**src/rtl/toggle_cover_pkg.sv**
```systemverilog
// Shared types and helpers for the per-bit toggle coverage tracker.
package toggle_cover_pkg;

  typedef enum logic [1:0] {
    NONE      = 2'b00,
    RISE_ONLY = 2'b01,
    FALL_ONLY = 2'b10,
    BOTH      = 2'b11
  } tgl_state_t;

  // Widest vector popcount accepts; narrower callers zero-extend into it.
  localparam int POP_MAX_W = 1024;
  localparam int POP_OUT_W = $clog2(POP_MAX_W + 1);

  function automatic logic [POP_OUT_W-1:0] popcount(input logic [POP_MAX_W-1:0] v);
    logic [POP_OUT_W-1:0] n;
    n = '0;
    for (int i = 0; i < POP_MAX_W; i++) begin
      n = n + POP_OUT_W'(v[i]);
    end
    return n;
  endfunction

endpackage

```
**src/rtl/toggle_cover_bit.sv**
```systemverilog
// Per-bit toggle FSM: tracks whether a rise and a fall have both been seen.
module toggle_cover_bit
  import toggle_cover_pkg::*;
(
  input  logic clock,
  input  logic reset,
  input  logic rise,
  input  logic fall,
  input  logic clear,
  output logic covered,
  output logic newly
);

  tgl_state_t state, state_nxt;

  always_ff @(posedge clock) begin
    if (reset || clear) begin
      state <= NONE;
    end else begin
      state <= state_nxt;
    end
  end

  // newly marks the edge that moves the bit into BOTH; a same-edge clear suppresses it
  always_comb begin
    state_nxt = state;
    newly     = 1'b0;
    case (state)
      NONE: begin
        if (rise) begin
          state_nxt = RISE_ONLY;
        end else if (fall) begin
          state_nxt = FALL_ONLY;
        end
      end
      RISE_ONLY: begin
        if (fall) begin
          state_nxt = BOTH;
          newly     = ~clear;
        end
      end
      FALL_ONLY: begin
        if (rise) begin
          state_nxt = BOTH;
          newly     = ~clear;
        end
      end
      BOTH: begin
        state_nxt = BOTH;
      end
    endcase
  end

  assign covered = (state == BOTH);

endmodule

```
**src/rtl/toggle_cover_tracker.sv**
```systemverilog
// Watches an N-bit signal and reports, per bit, the first time both a rise and a fall
// have been observed, plus a running count of covered bits.
module toggle_cover_tracker
  import toggle_cover_pkg::*;
#(
  parameter int WIDTH = 37,
  parameter int CNT_W = $clog2(WIDTH + 1)
) (
  input  logic             clock,
  input  logic             reset,
  input  logic [WIDTH-1:0] signal,
  input  logic             enable,
  input  logic             clear,
  output logic [WIDTH-1:0] valid,
  output logic [WIDTH-1:0] covered,
  output logic [CNT_W-1:0] cover_count,
  output logic             all_covered
);

  generate
    if (WIDTH < 1 || WIDTH > POP_MAX_W) begin : g_bad_width
      $error("toggle_cover_tracker: WIDTH out of supported range");
    end
  endgenerate

  logic [WIDTH-1:0] prev_p0;
  logic             armed_p0;
  logic             edge_en;
  logic [WIDTH-1:0] rise;
  logic [WIDTH-1:0] fall;
  logic [WIDTH-1:0] newly;
  logic [CNT_W-1:0] count_nxt;
  logic [WIDTH-1:0] valid_p1;
  logic [CNT_W-1:0] count_p1;
  logic             all_p1;

  // Stage 0: edge detection against the baseline, only once the baseline is armed
  assign edge_en = enable & armed_p0 & ~clear;
  assign rise    = edge_en ? (~prev_p0 & signal) : '0;
  assign fall    = edge_en ? (prev_p0 & ~signal) : '0;

  for (genvar i = 0; i < WIDTH; i++) begin : g_bit
    toggle_cover_bit u_bit (
      .clock   (clock),
      .reset   (reset),
      .rise    (rise[i]),
      .fall    (fall[i]),
      .clear   (clear),
      .covered (covered[i]),
      .newly   (newly[i])
    );
  end

  assign count_nxt = cover_count + CNT_W'(popcount(POP_MAX_W'(newly)));

  always_ff @(posedge clock) begin
    if (reset) begin
      prev_p0  <= '0;
      armed_p0 <= 1'b0;
    end else if (clear || !enable) begin
      armed_p0 <= 1'b0;
    end else begin
      prev_p0  <= signal;
      armed_p0 <= 1'b1;
    end
  end

  // Stage 1: registered pulse, count and full-coverage flag
  always_ff @(posedge clock) begin
    if (reset || clear) begin
      valid_p1 <= '0;
      count_p1 <= '0;
      all_p1   <= 1'b0;
    end else begin
      valid_p1 <= newly;
      count_p1 <= count_nxt;
      all_p1   <= (count_nxt == CNT_W'(WIDTH));
    end
  end

  assign valid       = valid_p1;
  assign cover_count = count_p1;
  assign all_covered = all_p1;

endmodule

```
**config.mk**
```make
export PLATFORM = sky130hd
export DESIGN_NAME = toggle_cover_tracker
export DESIGN_NICKNAME = d
export VERILOG_FILES = /design/src/rtl/toggle_cover_pkg.sv /design/src/rtl/toggle_cover_bit.sv /design/src/rtl/toggle_cover_tracker.sv
export SDC_FILE = /design/constraint.sdc
export NUM_CORES = 1
export LEC_CHECK = 0
export CAP_MARGIN = 20
export CORE_UTILIZATION = 58
export DETAILED_ROUTE_END_ITERATION = 8
export GPL_ROUTABILITY_DRIVEN = 0
export MAX_ROUTING_LAYER = met4
export PLACE_DENSITY_LB_ADDON = 0.12
export SLEW_MARGIN = 5
export SYNTH_ARGS = -nofsm -noshare
export SYNTH_HDL_FRONTEND = slang
export SYNTH_SLANG_ARGS = --single-unit
```
**constraint.sdc**
```tcl
create_clock -name clock -period 8.59 [get_ports clock]
set_input_delay 1.718 -clock clock [delete_from_list [all_inputs] [get_ports clock]]
set_output_delay 1.718 -clock clock [all_outputs]
set_load 0.005 [all_outputs]
```
==> reports/qor.log <==
qor: worst_hold_path.min-delay-path-class flip-flop to flip-flop
qor: drt.antenna_left 0
qor: layout.antenna_cells 0
qor: drt.drt_wl_total 23.8 mm
qor: layout.finalNetCount 1558
qor: drt.viasPerCell 5.43
qor: critical_path.critical_path.reg2reg.startpoint g_bit[28].u_bit.state[0]
qor: floorplanning.die-area 19200 um^2
qor: floorplanning.chipHeight 139 um
qor: logic_synthesis.synth_area 10800 um^2
qor: critical_path.crit_path_category input port to flip-flop
qor: drt.first_iter_violations 392
qor: critical_path.cp_slowest_stage_delay 0.66 ns
qor: critical_path.critical-path-top-delay-family adder cells
qor: critical_path.critical_path_required 8.95 ns
qor: drt.firstDrtPassIters 7
qor: critical_path.r2r.worst_path.cells 21
qor: global_route.antenna_found_initial 0
qor: global_route.first_global_vias 8140
qor: placed_design.place_hpwl 16.7 mm
qor: critical_path.cp.buffers_inverters 4
qor: critical_path.r2r_setup_slack 2.13 ns
qor: floorplanning.ios 122
qor: power_and_ir_drop.pwr_density_cell 133 nW/um^2
qor: critical_path.timing.critical_path.depth 19
qor: timing.finalHoldViolations 0
qor: floorplanning.fp-row-count 49
qor: clock_tree.post_cts_hold_buffer_count 0
qor: layout.final_cell_count_no_fill 1563
qor: critical_path.worst_setup_path_endpoint cover_count[4]
qor: flow_run.drv_cap 0
qor: global_route.grt_remaining_overflow 0
qor: global_route.grt_pass1_wl 39.0 mm
qor: critical_path.critPathMaxFanout 24
qor: logic_synthesis.syn_inst 1255
qor: critical_path.worst_setup_path_startpoint clear
qor: timing.fin_skew 0.0121 ns
qor: outcome.result_of_the_run complete, but fails checks
qor: clock_tree.clkTransAtPathRegs 0.06 ns
qor: critical_path.crit_end_category flip-flop
qor: timing.grt_setup_unrepaired false
qor: floorplanning.start_util 0.596
qor: clock_tree.clock_tree.htree_level_count 4
qor: timing.post-route-period-util 0.910
qor: critical_path.r2r_end cover_count[4]
qor: global_route.grtUsageTotal 0.262
qor: logic_synthesis.synth_net_count 1492
qor: layout.final-seq-area 3120 um^2
qor: timing.final.min_clock_period 7.82 ns
qor: timing.timing_worst_slew_pin_value 1.08 ns
qor: logic_synthesis.yosys.cell_types.count 44
qor: placed_design.buffer_ports.inserted 121
qor: outcome.failed_checks DRC
qor: layout.final_core_utilization 0.690
qor: timing.achievable-frequency 128 MHz
qor: drt.remaining_drc_errors 16
qor: power_and_ir_drop.total_leakage_power 5.03 nW
qor: timing.report.final.slew_viol_count 0
qor: layout.nFillCells 1447
qor: clock_tree.clock_tree_root sky130_fd_sc_hd__clkbuf_16
qor: power_and_ir_drop.peak_supply_drop 133 uV
qor: layout.drive_above_1_share 0.0705
qor: logic_synthesis.synthesis.yosys.warnings 0
qor: drt.route.vias.total 8487
qor: critical_path.critPathArrivalTime 8.18 ns
qor: timing.setup_tns 0 ns
qor: layout.syn_to_final_growth 15.8%
qor: clock_tree.worstSkewPairLatency 0.43 ns
qor: critical_path.crit_slowest_cell sky130_fd_sc_hd__and3b_2
qor: critical_path.critical-path-top-cell-by-count sky130_fd_sc_hd__fa_1
qor: timing.max_slew_margin 0.278
qor: floorplanning.die_width 139 um
qor: floorplanning.core_area 18100 um^2
qor: clock_tree.cts_tree built
qor: critical_path.crit_path_cell_trace clkdlybuf4s50_1 > and3b_2 > nand3_1 > fa_1 > fa_1 > inv_1 > fa_1 > inv_1 > fa_1 > fa_1 > fa_1 > fa_1 > inv_1 > ha_1 > fa_1 > a21o_1 > a21oi_1 > xnor2_1 > and2_1
qor: clock_tree.numCtsBuffers 17
qor: placed_design.dp.cells 1530
qor: clock_tree.cts.repair.resized 0
qor: clock_tree.cts_num_sinks 156
qor: drt.wire_per_inst 15.2 um
qor: timing.timing.final.setup_violations 0
qor: logic_synthesis.synth.yosys.seq_area_share 0.289
qor: clock_tree.post_cts.repair.setup_buffers 0
qor: layout.combined_area_of_the_multi_input_logic_cells 6680 um^2
qor: global_route.grt_max_degree 72
qor: clock_tree.cts.path.max_buffers 2
qor: critical_path.startpoint_type input port
qor: logic_synthesis.post_synth.cell_area_avg 8.62 um^2
qor: logic_synthesis.ffs_latches_synth 156
[worst min path at each step]
stage	start	cells after the start	end	slack [ns]
4_1_cts	prev_p0[8]	2	prev_p0[8]	0.47
6_report	prev_p0[4]	2	prev_p0[4]	0.46
3_3_place_gp	prev_p0[1]	2	prev_p0[1]	0.45
2_1_floorplan	prev_p0[0]	2	prev_p0[0]	0.44
5_1_grt	prev_p0[34]	2	prev_p0[34]	0.48
3_5_place_dp	prev_p0[10]	2	prev_p0[10]	0.46
[power by group]
part	leakage [nW]	total, W	switching, W	internal [W]
clock	0.313	0.000810	0.000301	0.000508
sequential	1.26	0.000740	0.00000690	0.000733
combinational	3.46	0.000112	0.0000657	0.0000461
[final cells by class]
cell class,instances,share of cell area
Clock buffer,21,0.0376
Clock inverter,11,0.0132
Inverter,138,0.0414
Multi-Input combinational cell,879,0.533
Sequential cell,156,0.249
Tap cell,229,0.0229
Timing Repair Buffer,129,0.103
[metal layers]
metal / up-vias / part of all wire / GRT usage
li1: 4251 / - / -
met2: 198 / 0.49 / 0.434
met5: - / 0 / -
met4: 0 / 0.014 / 0.0828
met3: 25 / 0.041 / 0.0401
met1: 4013 / 0.46 / 0.328
[state kept, by name (all words and copies together), names as in the netlist]
signal / count
prev_p0: 37
cover_count: 6
armed_p0: 1
all_covered: 1
valid: 37
g_bit.u_bit.state: 74
[through the flow]
stage	setup WS [ns]	power (W)	area, um^2	hold slack, ns
6_report	0.772	0.00166	12500	0.463
5_1_grt	0.473	0.00172	12500	0.482
4_1_cts	0.766	0.00168	12500	0.465
3_5_place_dp	0.345	0.000866	11900	0.457
3_3_place_gp	0.441	0.000863	11900	0.447
2_1_floorplan	1.15	0.000822	10800	0.440
[synthesized netlist by cell type]
master,n,area share
sky130_fd_sc_hd__nor3_2,22,0.020
sky130_fd_sc_hd__nand2_1,194,0.067
sky130_fd_sc_hd__a2bb2oi_1,5,0.0040
sky130_fd_sc_hd__dfxtp_1,156,0.29
sky130_fd_sc_hd__or2_2,2,0.0012
sky130_fd_sc_hd__inv_1,138,0.048
sky130_fd_sc_hd__or4_1,1,0.00069
sky130_fd_sc_hd__mux2i_1,59,0.055
sky130_fd_sc_hd__a21oi_1,72,0.033
sky130_fd_sc_hd__nor3_1,1,0.00046
sky130_fd_sc_hd__nand3b_4,1,0.0019
sky130_fd_sc_hd__and2_1,4,0.0023
sky130_fd_sc_hd__o211a_1,1,0.00093
sky130_fd_sc_hd__a21o_1,11,0.0076
sky130_fd_sc_hd__buf_4,37,0.026
sky130_fd_sc_hd__a211oi_2,1,0.0012
sky130_fd_sc_hd__a311o_1,1,0.00093
sky130_fd_sc_hd__nand3_1,28,0.013
sky130_fd_sc_hd__or2_1,1,0.00058
sky130_fd_sc_hd__a221oi_1,22,0.018
sky130_fd_sc_hd__nand2b_1,60,0.035
sky130_fd_sc_hd__o21a_1,4,0.0028
sky130_fd_sc_hd__nor4b_1,1,0.00081
sky130_fd_sc_hd__nor2_1,63,0.022
sky130_fd_sc_hd__clkbuf_1,17,0.0059
sky130_fd_sc_hd__nor2b_1,10,0.0058
sky130_fd_sc_hd__fa_1,30,0.056
sky130_fd_sc_hd__buf_2,19,0.0088
sky130_fd_sc_hd__o221a_2,9,0.0094
sky130_fd_sc_hd__and3b_1,1,0.00081
sky130_fd_sc_hd__or3b_2,15,0.012
sky130_fd_sc_hd__xnor2_1,5,0.0040
sky130_fd_sc_hd__or2b_1,1,0.00069
sky130_fd_sc_hd__buf_6,6,0.0062
sky130_fd_sc_hd__o41ai_1,1,0.00081
sky130_fd_sc_hd__o22a_1,2,0.0016
sky130_fd_sc_hd__o22ai_1,36,0.021
sky130_fd_sc_hd__a211o_1,1,0.00081
sky130_fd_sc_hd__buf_1,3,0.0010
sky130_fd_sc_hd__ha_1,166,0.19
sky130_fd_sc_hd__and3_1,1,0.00058
sky130_fd_sc_hd__o21ai_0,43,0.020
sky130_fd_sc_hd__nor4_1,3,0.0017
sky130_fd_sc_hd__o211ai_1,1,0.00069
[worst reg2reg max path, stage by stage (launching register included)]
cell and delay (ns):
sky130_fd_sc_hd__dfxtp_1 0.37, sky130_fd_sc_hd__inv_1 0.08, sky130_fd_sc_hd__ha_1 0.22, sky130_fd_sc_hd__or3b_2 0.46, sky130_fd_sc_hd__o21ai_0 0.12, sky130_fd_sc_hd__nand3_1 0.14, sky130_fd_sc_hd__fa_1 0.55, sky130_fd_sc_hd__fa_1 0.53
sky130_fd_sc_hd__fa_1 0.57, sky130_fd_sc_hd__inv_1 0.06, sky130_fd_sc_hd__fa_1 0.47, sky130_fd_sc_hd__inv_1 0.05, sky130_fd_sc_hd__fa_1 0.49, sky130_fd_sc_hd__fa_1 0.43, sky130_fd_sc_hd__fa_1 0.51, sky130_fd_sc_hd__inv_1 0.04
sky130_fd_sc_hd__ha_1 0.20, sky130_fd_sc_hd__fa_1 0.41, sky130_fd_sc_hd__a21o_1 0.19, sky130_fd_sc_hd__a21oi_1 0.17, sky130_fd_sc_hd__xnor2_1 0.17, sky130_fd_sc_hd__and2_1 0.16
[cell usage in the layout, fill, tap and decap left out, types with 7 or more instances in the layout]
cell and n:
sky130_fd_sc_hd__a21o_1 11, sky130_fd_sc_hd__a21oi_1 72, sky130_fd_sc_hd__a221oi_1 22, sky130_fd_sc_hd__buf_4 7, sky130_fd_sc_hd__clkbuf_16 17, sky130_fd_sc_hd__clkdlybuf4s50_1 120, sky130_fd_sc_hd__dfxtp_1 156, sky130_fd_sc_hd__fa_1 30
sky130_fd_sc_hd__ha_1 166, sky130_fd_sc_hd__inv_1 138, sky130_fd_sc_hd__mux2i_1 59, sky130_fd_sc_hd__nand2_1 194, sky130_fd_sc_hd__nand2b_1 59, sky130_fd_sc_hd__nand3_1 28, sky130_fd_sc_hd__nor2_1 62, sky130_fd_sc_hd__nor2b_1 9
sky130_fd_sc_hd__nor3_2 22, sky130_fd_sc_hd__o21ai_0 43, sky130_fd_sc_hd__o221a_2 9, sky130_fd_sc_hd__o22ai_1 36, sky130_fd_sc_hd__or3b_2 15
[cell families (layout without fill, tap and decap cells)]
kind of cell	Yosys count	in the layout	share of synthesized area
compound gates	210	210	0.123
mux	59	59	0.0546
xor+xnor	5	5	0.00405
buf+inv	220	299	0.0956
flops	156	156	0.289
simple gates	409	409	0.187
fa+ha+maj	196	196	0.248
Power figures use the tool's default switching activity.
